$ cat config.mk
export PLATFORM = sky130hd
export DESIGN_NAME = psg_write_scheduler
export DESIGN_NICKNAME = d
export VERILOG_FILES = /design/src/rtl/psg_write_scheduler.sv
export SDC_FILE = /design/constraint.sdc
export NUM_CORES = 1
export LEC_CHECK = 0
export CAP_MARGIN = 20
export CORE_MARGIN = 4
export CORE_UTILIZATION = 47
export CTS_CLUSTER_DIAMETER = 120
export DETAILED_ROUTE_END_ITERATION = 16
export PLACE_DENSITY = 0.81
export REMOVE_ABC_BUFFERS = 1
export SKIP_CTS_REPAIR_TIMING = 1
export SLEW_MARGIN = 0
export SYNTH_ARGS = -nofsm -noshare
export SYNTH_HDL_FRONTEND = slang
export SYNTH_SLANG_ARGS = --single-unit
$ cat constraint.sdc
create_clock -name clk -period 2.2 [get_ports clk]
set_input_delay 0.22 -clock clk [delete_from_list [all_inputs] [get_ports clk]]
set_output_delay 0.22 -clock clk [all_outputs]
set_load 0.01 [all_outputs]
$ cat src/rtl/psg_write_scheduler.sv
// Round-robin scheduler turning two requesters' logical commands into SN76489 latch/data byte writes.
// Define PSG_SHADOW_SKIP_EN to drop tone data bytes whose high bits match the last value written.
module psg_write_scheduler #(
  parameter int WRITE_GAP = 4,
  parameter int NUM_REQ   = 2
) (
  input  logic                  clk,
  input  logic                  reset,
  input  logic [NUM_REQ-1:0]    req_valid,
  output logic [NUM_REQ-1:0]    req_ready,
  input  logic [2*NUM_REQ-1:0]  req_chan,
  input  logic [NUM_REQ-1:0]    req_attn,
  input  logic [10*NUM_REQ-1:0] req_value,
  output logic [7:0]            psg_data,
  output logic                  psg_we_n,
  output logic                  busy
);

`ifdef PSG_SHADOW_SKIP_EN
  localparam bit SKIP_EN = 1'b1;
`else
  localparam bit SKIP_EN = 1'b0;
`endif

  localparam logic [7:0] GAP_LOAD = 8'(WRITE_GAP - 1);

  typedef enum logic [1:0] {IDLE, LATCH, GAP, DATA} state_t;

  state_t     state;
  logic       ptr;
  logic [7:0] gap_cnt;
  logic [1:0] cmd_chan;
  logic [5:0] cmd_hi;
  logic       data_pend;
  logic [5:0] shadow [4];

  logic [1:0] grant;
  logic       sel;
  logic [1:0] s_chan;
  logic       s_attn;
  logic [9:0] s_val;
  logic       s_tone;
  logic       s_pend;
  logic [7:0] latch_byte;

  // Grant only in IDLE and never while reset is held.
  always_comb begin
    grant = 2'b00;
    if (state == IDLE && !reset) begin
      case (req_valid)
        2'b01:   grant = 2'b01;
        2'b10:   grant = 2'b10;
        2'b11:   grant = ptr ? 2'b10 : 2'b01;
        default: grant = 2'b00;
      endcase
    end
  end

  assign req_ready = grant;
  assign sel       = grant[1];
  assign s_chan    = sel ? req_chan[3:2]    : req_chan[1:0];
  assign s_attn    = sel ? req_attn[1]      : req_attn[0];
  assign s_val     = sel ? req_value[19:10] : req_value[9:0];
  assign s_tone    = !s_attn && (s_chan != 2'd3);
  assign s_pend    = s_tone && !(SKIP_EN && (s_val[9:4] == shadow[s_chan]));
  assign busy      = (state != IDLE);

  always_comb begin
    if (s_attn)
      latch_byte = {1'b1, s_chan, 1'b1, s_val[3:0]};
    else if (s_chan == 2'd3)
      latch_byte = {5'b11100, s_val[2:0]};
    else
      latch_byte = {1'b1, s_chan, 1'b0, s_val[3:0]};
  end

  always_ff @(posedge clk or posedge reset) begin
    if (reset) begin
      state     <= IDLE;
      ptr       <= 1'b0;
      gap_cnt   <= 8'd0;
      cmd_chan  <= 2'd0;
      cmd_hi    <= 6'd0;
      data_pend <= 1'b0;
      psg_data  <= 8'h00;
      psg_we_n  <= 1'b1;
      for (int i = 0; i < 4; i++) shadow[i] <= 6'd0;
    end else begin
      case (state)
        IDLE: begin
          if (|grant) begin
            cmd_chan  <= s_chan;
            cmd_hi    <= s_val[9:4];
            data_pend <= s_pend;
            ptr       <= ~sel;
            psg_data  <= latch_byte;
            psg_we_n  <= 1'b0;
            state     <= LATCH;
          end
        end
        LATCH: begin
          psg_we_n <= 1'b1;
          gap_cnt  <= GAP_LOAD;
          state    <= GAP;
        end
        GAP: begin
          if (gap_cnt == 8'd0) begin
            if (data_pend) begin
              data_pend        <= 1'b0;
              psg_data         <= {2'b00, cmd_hi};
              psg_we_n         <= 1'b0;
              shadow[cmd_chan] <= cmd_hi;
              state            <= DATA;
            end else begin
              state <= IDLE;
            end
          end else begin
            gap_cnt <= gap_cnt - 8'd1;
          end
        end
        DATA: begin
          psg_we_n <= 1'b1;
          gap_cnt  <= GAP_LOAD;
          state    <= GAP;
        end
        default: state <= IDLE;
      endcase
    end
  end

endmodule

==> impl_metrics.ini, run 1 <==
[timing]
fmax_mhz = 474.0
hold_viol = 0
max_slew_margin = 0.3918
tightest_slew_ns = 0.9062
setup_violations = 0
fin_skew_ns = 0.003996
rsz0062_at_grt = no
maxSlewViolCount = 0
min_period_over_period = 0.9590
min_period_ns = 2.110

[worst_setup_path]
r2r-end = gap_cnt[1]$_DFFE_PP0P_
critPathKind = reg -> out
required_ns = 1.98
reg2reg_slack_ns = 0.30
crit-reg2reg-launch = gap_cnt[0]$_DFFE_PP0P_
critPathLaunchType = register
cp.arrival_ns = 1.89
critPathMaxFanout = 5
reg2reg_depth = 6
critPathCaptureType = output port
crit_start = state[1]$_DFFE_PP0P_
worstSetupEndpoint = busy

[die]
die_h_um = 64.90
num_rows = 20
die_w_um = 64.90
die_area_um2 = 4211
io_pins = 42
start_util = 0.4943
core_area_um2 = 3078

[grt]
grt_usage = 0.1943
first_global_vias = 1305
grt_max_degree = 28
grt-ovfl-total = 0
antenna_found_initial = 0
grt_first_pass_wirelength_um = 6396

[detailed_routing]
drtIter0Drc = 146
drt-total-wl_um = 3845
wire_per_inst_um = 16.29
dr.pass1.iters = 4
route.detailed.drc = 0
ant_nets = 0
num_vias = 1352
drt-vias-per-instance = 5.729

[logic_synthesis]
syn_inst = 145
synthDistinctLibCells = 50
avgSynthCellArea_um2 = 10.49
yosys_most_used_dff = dfrtp_1
seq_area_frac_synth = 0.4449
synth_edf_count = 0
synth-async-reset-ratio = 1.000
syn_area_um2 = 1521
ys_warn_count = 0
ys_ff_latch = 27

[cts]
cts_buffers = 3
htreeDepth = 1
cts.reportedPaths.clkPinSlew_ns = 0.15
clock_latency_ns = 0.34
clkSinkCount = 27
cts_max_path_buffers = 2
clockRootBuffer = clkbuf_4
cts_tree = yes

[finish]
nets = 225
n_antenna_cell = 0
final_cell_mix = clkdlybuf4s50_1 (40), dfrtp_1 (25), nand2_1 (12)
drive_gt1_frac = 0.1354
fin_util = 0.6642
mostFrequentLayoutCell = clkdlybuf4s50_1
area_growth_syn_to_layout_pct = 34.37
final_cells = 236

[placed_design]
globalplace.congestion = 0.9650
dpl.cell_count = 229
numPortBuffers = 41
hpwl_um = 2996

[pwr]
p_total_mw = 2.399
cellPowerDensity_nw_per_um2 = 1174
irDropWorstVdd_mv = 0.5347
p_leak_nw = 0.9343

[outcome]
status = completed

[run]
cap_viol_max_count = 0

[hold_path]
hold_path_class = in -> async
registers in the layout, indices dropped and copies added, names as in the netlist:
signal     flops
cmd_hi         6
state          2
psg_we_n       1
ptr            1
gap_cnt        8
data_pend      1
psg_data       8
worst min path at each step:
stage,cells after the start,endpoint,startpoint
5_1_grt,3,gap_cnt[0]$_DFFE_PP0P_,reset
4_1_cts,3,state[0]$_DFFE_PP0P_,reset
6_report,3,gap_cnt[0]$_DFFE_PP0P_,reset
2_1_floorplan,1,cmd_hi[0]$_DFFE_PP0P_,reset
3_3_place_gp,2,cmd_hi[0]$_DFFE_PP0P_,cmd_hi[0]$_DFFE_PP0P_
3_5_place_dp,2,cmd_hi[2]$_DFFE_PP0P_,cmd_hi[2]$_DFFE_PP0P_
critical path, stage by stage, from the launching register on:
cell	delay, ns
dfrtp_2	0.47
buf_4	0.14
buf_4	0.14
or2_2	0.31
clkdlybuf4s50_1	0.49
cell type report:
class	count	area (um2)
timing repair buffer	51	491.7
inverter	6	22.52
clock inverter	1	5.005
clock buffer	3	22.52
multi-input combinational	104	769.5
fill	267	1033
tap	44	55.05
sequential	27	678.2
Yosys cell counts (all sizes together) (2+ instances only):
cell type / count / area, um2
o21a: 2 / 15.01
xor2: 3 / 26.28
o211ai: 2 / 15.01
ha: 2 / 25.02
mux2i: 8 / 80.08
dfrtp: 26 / 650.6
nor2: 6 / 22.52
a21oi: 6 / 30.03
and3: 6 / 37.54
clkbuf: 4 / 26.27
nor3: 2 / 15.01
inv: 6 / 22.52
nand2: 12 / 45.04
o21ai: 10 / 61.31
o2bb2ai: 6 / 52.55
xnor2: 2 / 17.52
o31ai: 2 / 20.02
buf: 4 / 32.53
nand2b: 4 / 25.02
a211o: 2 / 18.77
a221oi: 5 / 43.79
o221ai: 5 / 43.79
report_power, final:
| group | internal [mW] | switching [mW] |
|---|---|---|
| sequential | 0.732 | 0.185 |
| clock | 0.0686 | 0.161 |
| combinational | 0.652 | 0.602 |
| total | 1.45 | 0.947 |
per-layer routing:
| layer | vias up | wire, um | global-route usage | share of wire |
|---|---|---|---|---|
| li1 | 643 | - | - | - |
| met1 | 668 | 1750 | 0.2733 | 0.46 |
| met2 | 34 | 1854 | 0.2976 | 0.48 |
| met3 | 7 | 174 | 0.04159 | 0.045 |
| met4 | 0 | 66 | 0.06069 | 0.017 |
| met5 | - | 0 | 0 | 0 |
kinds of logic (layout without fill, tap and decap cells):
logic type / after synthesis / after routing / share of synthesized area
AOI/OAI and AO/OA: 48 / 48 / 0.2434
and+or+nand+nor: 41 / 41 / 0.1604
DFF: 27 / 27 / 0.4449
buffers and inverters: 14 / 61 / 0.05345
muxes: 8 / 8 / 0.05263
xor gates and xnor gates: 5 / 5 / 0.02879
adders and majority gates: 2 / 2 / 0.01644
per-stage QoR:
step	hold slack, ns	setup WS, ns	setup TNS [ns]	area [um2]
CTS	0.2836	-0.07957	-0.07957	2008
global placement	0.4683	0.2525	0	1981
floorplan	0.2720	0.05484	0	1463
finish	0.3148	0.09017	0	2044
global route	0.3719	0.008380	0	2044
detailed placement	0.4779	0.2170	0	1981
Power figures use the tool's default switching activity.
==> run 2, diff against run 1 <==
--- a/config.mk
+++ b/config.mk
@@ -5,6 +5,7 @@
 export SDC_FILE = /design/constraint.sdc
 export NUM_CORES = 1
 export LEC_CHECK = 0
+export ABC_CLOCK_PERIOD_IN_PS = 2200
 export CAP_MARGIN = 20
 export CORE_MARGIN = 4
 export CORE_UTILIZATION = 47
@@ -13,7 +14,6 @@
 export PLACE_DENSITY = 0.81
 export REMOVE_ABC_BUFFERS = 1
 export SKIP_CTS_REPAIR_TIMING = 1
-export SLEW_MARGIN = 0
 export SYNTH_ARGS = -nofsm -noshare
 export SYNTH_HDL_FRONTEND = slang
 export SYNTH_SLANG_ARGS = --single-unit
==> results of run 2 <==
The final DEF is identical to that of run 1; final timing and power are the same.
